File: src/rtl/alu_cmd_sequencer_if.sv
// Command and response handshake bundle between control logic and the ALU command sequencer.
// master = command source / response sink, slave = the sequencer.
interface alu_cmd_sequencer_if #(
  parameter int unsigned TAG_W = 4
) ();

  logic             cmd_valid;
  logic             cmd_ready;
  logic [1:0]       cmd_op;
  logic [3:0]       cmd_a;
  logic [3:0]       cmd_b;

  logic             rsp_valid;
  logic             rsp_ready;
  logic [3:0]       rsp_data;
  logic [TAG_W-1:0] rsp_tag;
  logic             rsp_err;

  modport master (
    output cmd_valid, cmd_op, cmd_a, cmd_b, rsp_ready,
    input  cmd_ready, rsp_valid, rsp_data, rsp_tag, rsp_err
  );

  modport slave (
    input  cmd_valid, cmd_op, cmd_a, cmd_b, rsp_ready,
    output cmd_ready, rsp_valid, rsp_data, rsp_tag, rsp_err
  );

endinterface

File: src/rtl/alu_cmd_sequencer.sv
// Buffers ALU commands in a FIFO, drives the external 4-bit logic ALU, waits a settle time,
// captures and checks the result, and returns it on a valid/ready response port.
module alu_cmd_sequencer #(
  parameter int unsigned FIFO_DEPTH = 4,
  parameter int unsigned SETTLE_CYC = 1,
  parameter int unsigned TAG_W      = 4
) (
  input  logic                clk,
  input  logic                rst_n,
  alu_cmd_sequencer_if.slave  bus,
  output logic [3:0]          alu_a,
  output logic [3:0]          alu_b,
  output logic                alu_s1,
  output logic                alu_s0,
  input  logic [3:0]          alu_out,
  output logic [7:0]          err_count
);

  localparam int unsigned PtrW = $clog2(FIFO_DEPTH);
  localparam int unsigned CntW = (SETTLE_CYC > 1) ? $clog2(SETTLE_CYC) : 1;

  localparam logic [PtrW:0]    PtrOne = 1;
  localparam logic [CntW-1:0]  CntOne = 1;
  localparam logic [TAG_W-1:0] TagOne = 1;

  typedef struct packed {
    logic [1:0] op;
    logic [3:0] a;
    logic [3:0] b;
  } cmd_t;

  typedef enum logic [1:0] {StIdle, StSettle, StResp} state_e;

  // ---------------------------------------------------------------------------
  // Command FIFO (extra pointer bit distinguishes full from empty)
  // ---------------------------------------------------------------------------
  cmd_t          mem_q [FIFO_DEPTH];
  logic [PtrW:0] wr_ptr_q, rd_ptr_q;
  logic          fifo_full, fifo_empty;
  logic          push, pop;
  logic          rst_n_q;
  cmd_t          head;

  assign fifo_empty = (wr_ptr_q == rd_ptr_q);
  assign fifo_full  = (wr_ptr_q[PtrW] != rd_ptr_q[PtrW]) &&
                      (wr_ptr_q[PtrW-1:0] == rd_ptr_q[PtrW-1:0]);
  assign bus.cmd_ready = rst_n_q && !fifo_full;
  assign push = bus.cmd_valid && bus.cmd_ready;
  assign head = mem_q[rd_ptr_q[PtrW-1:0]];

  always_ff @(posedge clk) begin
    if (!rst_n) begin
      wr_ptr_q <= '0;
      rd_ptr_q <= '0;
      rst_n_q  <= 1'b0;
    end else begin
      rst_n_q <= 1'b1;
      if (push) wr_ptr_q <= wr_ptr_q + PtrOne;
      if (pop)  rd_ptr_q <= rd_ptr_q + PtrOne;
    end
  end

  always_ff @(posedge clk) begin
    if (push) begin
      mem_q[wr_ptr_q[PtrW-1:0]] <= '{op: bus.cmd_op, a: bus.cmd_a, b: bus.cmd_b};
    end
  end

  // ---------------------------------------------------------------------------
  // Sequencing FSM and registered outputs
  // ---------------------------------------------------------------------------
  state_e           state_q, state_d;
  logic [CntW-1:0]  cnt_q, cnt_d;
  logic [3:0]       alu_a_q, alu_a_d;
  logic [3:0]       alu_b_q, alu_b_d;
  logic [1:0]       alu_s_q, alu_s_d;
  logic             rsp_valid_q, rsp_valid_d;
  logic [3:0]       rsp_data_q, rsp_data_d;
  logic             rsp_err_q, rsp_err_d;
  logic [TAG_W-1:0] rsp_tag_q, rsp_tag_d;
  logic [7:0]       err_cnt_q, err_cnt_d;
  logic [3:0]       exp_res;
  logic             mismatch;

  // Expected result is derived from what is actually on the ALU inputs.
  always_comb begin
    exp_res = '0;
    unique case (alu_s_q)
      2'b00:   exp_res = alu_a_q & alu_b_q;
      2'b01:   exp_res = alu_a_q | alu_b_q;
      2'b10:   exp_res = alu_a_q ^ alu_b_q;
      2'b11:   exp_res = ~alu_a_q;
      default: exp_res = '0;
    endcase
  end

  assign mismatch = (alu_out != exp_res);

  always_comb begin
    state_d     = state_q;
    cnt_d       = cnt_q;
    alu_a_d     = alu_a_q;
    alu_b_d     = alu_b_q;
    alu_s_d     = alu_s_q;
    rsp_valid_d = rsp_valid_q;
    rsp_data_d  = rsp_data_q;
    rsp_err_d   = rsp_err_q;
    rsp_tag_d   = rsp_tag_q;
    err_cnt_d   = err_cnt_q;
    pop         = 1'b0;

    unique case (state_q)
      StIdle: begin
        if (!fifo_empty) begin
          pop     = 1'b1;
          alu_a_d = head.a;
          alu_b_d = head.b;
          alu_s_d = head.op;
          cnt_d   = CntW'(SETTLE_CYC - 1);
          state_d = StSettle;
        end
      end
      StSettle: begin
        if (cnt_q != '0) begin
          cnt_d = cnt_q - CntOne;
        end else begin
          rsp_data_d  = alu_out;
          rsp_err_d   = mismatch;
          rsp_valid_d = 1'b1;
          if (mismatch && (err_cnt_q != 8'hFF)) err_cnt_d = err_cnt_q + 8'd1;
          state_d = StResp;
        end
      end
      StResp: begin
        if (bus.rsp_ready) begin
          rsp_valid_d = 1'b0;
          rsp_tag_d   = rsp_tag_q + TagOne;
          state_d     = StIdle;
        end
      end
      default: state_d = StIdle;
    endcase
  end

  always_ff @(posedge clk) begin
    if (!rst_n) begin
      state_q     <= StIdle;
      cnt_q       <= '0;
      alu_a_q     <= '0;
      alu_b_q     <= '0;
      alu_s_q     <= '0;
      rsp_valid_q <= 1'b0;
      rsp_data_q  <= '0;
      rsp_err_q   <= 1'b0;
      rsp_tag_q   <= '0;
      err_cnt_q   <= '0;
    end else begin
      state_q     <= state_d;
      cnt_q       <= cnt_d;
      alu_a_q     <= alu_a_d;
      alu_b_q     <= alu_b_d;
      alu_s_q     <= alu_s_d;
      rsp_valid_q <= rsp_valid_d;
      rsp_data_q  <= rsp_data_d;
      rsp_err_q   <= rsp_err_d;
      rsp_tag_q   <= rsp_tag_d;
      err_cnt_q   <= err_cnt_d;
    end
  end

  assign alu_a         = alu_a_q;
  assign alu_b         = alu_b_q;
  assign alu_s1        = alu_s_q[1];
  assign alu_s0        = alu_s_q[0];
  assign err_count     = err_cnt_q;
  assign bus.rsp_valid = rsp_valid_q;
  assign bus.rsp_data  = rsp_data_q;
  assign bus.rsp_err   = rsp_err_q;
  assign bus.rsp_tag   = rsp_tag_q;

endmodule
File: src/flat_wrapper.sv
// flat-port wrapper written by rule: the top's interface ports become plain ports
module alu_cmd_sequencer_flat 
#(
  parameter int unsigned FIFO_DEPTH = 4,
  parameter int unsigned SETTLE_CYC = 1,
  parameter int unsigned TAG_W      = 4
)
  (clk, rst_n, alu_a, alu_b, alu_s1, alu_s0, alu_out, err_count, bus_cmd_valid, bus_cmd_op, bus_cmd_a, bus_cmd_b, bus_rsp_ready, bus_cmd_ready, bus_rsp_valid, bus_rsp_data, bus_rsp_tag, bus_rsp_err);
  alu_cmd_sequencer_if #(.TAG_W(TAG_W)) bus_i ();
  input  logic clk;
  input  logic rst_n;
  output logic [3:0] alu_a;
  output logic [3:0] alu_b;
  output logic alu_s1;
  output logic alu_s0;
  input  logic [3:0] alu_out;
  output logic [7:0] err_count;
  input wire logic [$bits(bus_i.cmd_valid)-1:0] bus_cmd_valid;
  input wire logic [$bits(bus_i.cmd_op)-1:0] bus_cmd_op;
  input wire logic [$bits(bus_i.cmd_a)-1:0] bus_cmd_a;
  input wire logic [$bits(bus_i.cmd_b)-1:0] bus_cmd_b;
  input wire logic [$bits(bus_i.rsp_ready)-1:0] bus_rsp_ready;
  output wire logic [$bits(bus_i.cmd_ready)-1:0] bus_cmd_ready;
  output wire logic [$bits(bus_i.rsp_valid)-1:0] bus_rsp_valid;
  output wire logic [$bits(bus_i.rsp_data)-1:0] bus_rsp_data;
  output wire logic [$bits(bus_i.rsp_tag)-1:0] bus_rsp_tag;
  output wire logic [$bits(bus_i.rsp_err)-1:0] bus_rsp_err;
  assign bus_i.cmd_valid = bus_cmd_valid;
  assign bus_i.cmd_op = bus_cmd_op;
  assign bus_i.cmd_a = bus_cmd_a;
  assign bus_i.cmd_b = bus_cmd_b;
  assign bus_i.rsp_ready = bus_rsp_ready;
  assign bus_cmd_ready = bus_i.cmd_ready;
  assign bus_rsp_valid = bus_i.rsp_valid;
  assign bus_rsp_data = bus_i.rsp_data;
  assign bus_rsp_tag = bus_i.rsp_tag;
  assign bus_rsp_err = bus_i.rsp_err;
  alu_cmd_sequencer #(.FIFO_DEPTH(FIFO_DEPTH), .SETTLE_CYC(SETTLE_CYC), .TAG_W(TAG_W)) u_core (.clk(clk), .rst_n(rst_n), .bus(bus_i), .alu_a(alu_a), .alu_b(alu_b), .alu_s1(alu_s1), .alu_s0(alu_s0), .alu_out(alu_out), .err_count(err_count));
endmodule
File: config.mk
export PLATFORM = sky130hd
export DESIGN_NAME = alu_cmd_sequencer_flat
export DESIGN_NICKNAME = d
export VERILOG_FILES = /design/src/rtl/alu_cmd_sequencer_if.sv /design/src/rtl/alu_cmd_sequencer.sv /design/src/flat_wrapper.sv
export SDC_FILE = /design/constraint.sdc
export NUM_CORES = 1
export LEC_CHECK = 0
export ABC_AREA = 1
export CORE_MARGIN = 2
export CORE_UTILIZATION = 55
export CTS_CLUSTER_SIZE = 30
export DETAILED_ROUTE_END_ITERATION = 6
export GPL_ROUTABILITY_DRIVEN = 0
export PLACE_DENSITY = 0.79
export REMOVE_ABC_BUFFERS = 1
export SLEW_MARGIN = 20
export SYNTH_ARGS = -nofsm -noshare
export SYNTH_HDL_FRONTEND = slang
export SYNTH_SLANG_ARGS = --single-unit
File: constraint.sdc
create_clock -name clk -period 2.1 [get_ports clk]
set_input_delay 0.21 -clock clk [delete_from_list [all_inputs] [get_ports clk]]
set_output_delay 0.21 -clock clk [all_outputs]
set_load 0.01 [all_outputs]
==> impl_results.md, run 1 <==
* Slew at the pin closest to its max-slew limit at 534 ps
* Number of cells after detailed placement at 504
* Hold violation total from the final report at 0
* Clock sink total at 77
* Cell count after synthesis at 384
* Leakage power of the design at 0.00171 uW
* Reported max-cap violation count at 0
* Data required, critical path at 1890 ps
* Number of distinct library cell variants in the gate-level netlist after synthesis at 35
* Count of fill cells added during filler insertion at 509
* Clock period minus final worst setup slack at 1910 ps
* Post-CTS repair timing setup buffer count at 0
* Count of inserted antenna diode cells at 0
* Pins Over Slew Limit at 0
* Maximum number of pins on one net before global-route repair at 24
* Clock-pin slew of the registers on the worst-case setup and hold paths at 90 ps
* Cell Count, Final, Fillers Out at 520
* Synthesized area per cell at 9.34 sq um
* Status: finished clean
* CTS H-tree depth at 3
* Cell-by-cell trace of the critical path: nand2_1 > a21oi_1 > nand2_1 > nand2_1 > inv_2 > clkdlybuf4s50_1
* Crit path DAT at 1700 ps
* Peak Freq at 0.522 GHz
* Via count of the first global-routing pass at 2593
* Area added between synthesis and finish at 20.9%
* Design Power at 5230 uW
* Seq. cell area at 1940 sq um
* Max Buffers Root-to-Sink at 2
* Tightest Hold Check Type: primary input to flip-flop
* Max-slew headroom at 64.3%
* Worst supply voltage drop on vdd at 0.727 mV
* Highest-count cells in the layout ignoring fill and taps: sky130_fd_sc_hd__inv_1, sky130_fd_sc_hd__nand2_1, sky130_fd_sc_hd__clkdlybuf4s50_1, sky130_fd_sc_hd__nor2_1, sky130_fd_sc_hd__edfxtp_1
* Number of design-rule violations left by the first detailed-router iteration at 123
* Crit Path Max Fanout at 7
* Average vias per placed instance at 5.32
* P per Cell Area at 1210 nW/um^2
* Netlist area before placement at 3590 sq um
* Post-detailed-routing wire length at 6770 um
* Final antenna-violating net count at 0
* Accumulated negative setup slack at 0 ps
* Final critical-path share of the clock period at 91.2%
* Post-detailed-placement half-perimeter wirelength at 4750 um
* Count of yosys warnings during synthesis at 0
* Resized cells post-CTS at 0
* Worst path slowest cell: sky130_fd_sc_hd__clkdlybuf4s50_1
* Root buffer cell: sky130_fd_sc_hd__clkbuf_8
* Floorplan die area at 7180 sq um
* Sequential area share after synthesis at 54.2%
* CP dominant cell by count: sky130_fd_sc_hd__nand2_1
* Buffers on Ports at 46
* Row Count at 29
* Total Routing Usage GR at 20.1%
* Initial Utilization at 56.8%
* Vias at 2765
* Register bit total from synthesis at 77
* TritonRoute pass-1 iters at 5
* Global-route wire length before repair at 11500 um
* Layout cell share with drive strength beyond 1 at 13.3%
* Largest stage delay, worst path at 470 ps
* CORE AREA at 6310 sq um
* RSZ-0062 raised after global routing: no
* Setup skew after layout at 9.62 ps
* Nets at 471
* Number of CTS-inserted buffers at 9
* Core occupancy in the finished layout at 68.6%
* Remaining DRCs at 0
* Crit path kind: flip-flop to output pin
* Final setup violation count at 0
* Clock tree from TritonCTS: built
* Initial antenna violation count at 0
* Clock latency reported for the late side of the worst-skew pair at 350 ps
* Critical Path Sink Type: output pin
* Hold-fix buffer count after cts at 0
* Detailed-route wire length per cell at 13.0 um
* Chip Height at 84.7 um
* Footprint of the multi-input gates at 1360 sq um
* Residual overflow from global routing at 0
* Boundary pin count at 47
* Startpoint kind of the worst setup timing path: flip-flop
* Chip width at 84.7 um
## Yosys cell counts
cell / number / share of area (%)
sky130_fd_sc_hd__inv_1: 46 / 4.8
sky130_fd_sc_hd__nand2_1: 46 / 4.8
sky130_fd_sc_hd__nor2_1: 43 / 4.5
sky130_fd_sc_hd__edfxtp_1: 40 / 33
sky130_fd_sc_hd__dfxtp_1: 37 / 21
sky130_fd_sc_hd__a21oi_1: 28 / 3.9
sky130_fd_sc_hd__o21ai_0: 22 / 3.1
sky130_fd_sc_hd__nand3_1: 18 / 2.5
sky130_fd_sc_hd__ha_1: 15 / 5.2
sky130_fd_sc_hd__nand4_1: 11 / 1.9
sky130_fd_sc_hd__o32ai_1: 10 / 2.4
sky130_fd_sc_hd__nor2_2: 9 / 1.6
sky130_fd_sc_hd__clkbuf_1: 8 / 0.84
sky130_fd_sc_hd__inv_2: 7 / 0.73
sky130_fd_sc_hd__o21ai_1: 6 / 0.84
sky130_fd_sc_hd__nand3_2: 5 / 1.4
sky130_fd_sc_hd__nand2_2: 4 / 0.70
sky130_fd_sc_hd__nand3b_1: 4 / 0.84
sky130_fd_sc_hd__xor2_1: 4 / 0.98
sky130_fd_sc_hd__buf_2: 3 / 0.42
sky130_fd_sc_hd__buf_6: 3 / 0.94
sky130_fd_sc_hd__nor3_1: 2 / 0.28
sky130_fd_sc_hd__a21o_1: 1 / 0.21
sky130_fd_sc_hd__a21oi_2: 1 / 0.24
sky130_fd_sc_hd__a31oi_1: 1 / 0.17
sky130_fd_sc_hd__buf_1: 1 / 0.10
sky130_fd_sc_hd__buf_4: 1 / 0.21
sky130_fd_sc_hd__nand2_4: 1 / 0.31
sky130_fd_sc_hd__nand4_2: 1 / 0.35
sky130_fd_sc_hd__nor2_4: 1 / 0.31
sky130_fd_sc_hd__nor3_2: 1 / 0.28
sky130_fd_sc_hd__nor4b_1: 1 / 0.24
sky130_fd_sc_hd__o21a_1: 1 / 0.21
sky130_fd_sc_hd__o21bai_1: 1 / 0.21
sky130_fd_sc_hd__xnor2_1: 1 / 0.24
## path summary, 6_finish.rpt
path	slack (ps)	endpoint	startpoint	cells after the start
worst max-delay path	190	bus_cmd_ready	u_core.rd_ptr_q[0]$_SDFFE_PN0P_	6
worst min-delay path	450	u_core.bus.rsp_data[0]$_SDFFE_PN0P_	alu_out[0]	3
worst max register to register	350	u_core.err_count[1]$_SDFFE_PN0P_	u_core.err_count[0]$_SDFFE_PN0P_	10
worst min register to register	480	u_core.bus.rsp_err$_SDFFE_PN0P_	u_core.bus.rsp_err$_SDFFE_PN0P_	2
## routing by layer
| metal | vias up | wire length [um] | GRT usage, % |
|---|---|---|---|
| met5 | - | 0 | 0 |
| met4 | 0 | 119 | 7.79 |
| met3 | 13 | 355 | 4.52 |
| met2 | 71 | 3290 | 34.1 |
| met1 | 1274 | 3010 | 25.2 |
| li1 | 1407 | - | - |
## report_power, final
group	internal, uW	leakage [uW]	total [uW]	switching (uW)
Sequential	1820	0.000667	2020	207
Combinational	932	0.000947	2150	1220
Clock	454	0.0000969	1050	598
## state kept, by name, summed over array words and instances (netlist names), 3 cells and up
register / count
u_core.rd_ptr_q: 3
u_core.alu_b: 4
u_core.wr_ptr_q: 3
u_core.bus.rsp_tag: 4
u_core.bus.rsp_data: 4
u_core.alu_a: 4
u_core.mem_q: 40
u_core.err_count: 8
## kinds of logic (layout without fill, tap and decap cells)
family                   Yosys count  count (layout)  share of synthesized area, %
AO/OA/AOI/OAI                     71              71                          11.3
buffers and inverters             69             128                          8.06
XOR/XNOR                           5               5                          1.22
flip-flops                        77              77                          54.2
adder cells (fa/ha/maj)           15              15                          5.23
AND/OR/NAND/NOR                  147             147                          20.0
## critical path: cells and delay by family (launching register included)
family	cells	cell delay (ps)
buf+inv	2	500
compound gates	1	190
simple gates	3	220
flops	1	450
## metrics by stage
| step | setup WS (ps) | hold slack [ps] | cell area [sq um] |
|---|---|---|---|
| floorplan | -140 | 238 | 3500 |
| global placement | 398 | 456 | 4150 |
| detailed placement | 371 | 457 | 4150 |
| CTS | 179 | 443 | 4330 |
| global route | 69.1 | 479 | 4330 |
| finish | 185 | 452 | 4330 |
## cell type report
class / count / area share, %
clock inverter: 7 / 1.39
inverter: 53 / 4.59
sequential: 77 / 44.8
clock buffer: 9 / 2.86
multi-input combinational: 238 / 31.3
tap: 77 / 2.22
timing repair buffer: 59 / 12.9
Power figures use the tool's default switching activity.
==> inputs of run 2 (changes only) <==
--- a/config.mk
+++ b/config.mk
@@ -6,6 +6,7 @@
 export NUM_CORES = 1
 export LEC_CHECK = 0
 export ABC_AREA = 1
+export CAP_MARGIN = 15
 export CORE_MARGIN = 2
 export CORE_UTILIZATION = 55
 export CTS_CLUSTER_SIZE = 30
==> results of run 2 <==
No change in the layout: final DEF, timing and power equal those of run 1.
==> inputs of run 3 (changes only) <==
--- a/config.mk
+++ b/config.mk
@@ -9,6 +9,7 @@
 export CAP_MARGIN = 15
 export CORE_MARGIN = 2
 export CORE_UTILIZATION = 55
+export CTS_CLUSTER_DIAMETER = 80
 export CTS_CLUSTER_SIZE = 30
 export DETAILED_ROUTE_END_ITERATION = 6
 export GPL_ROUTABILITY_DRIVEN = 0
==> results of run 3 <==
No change in the layout: final DEF, timing and power equal those of run 1.
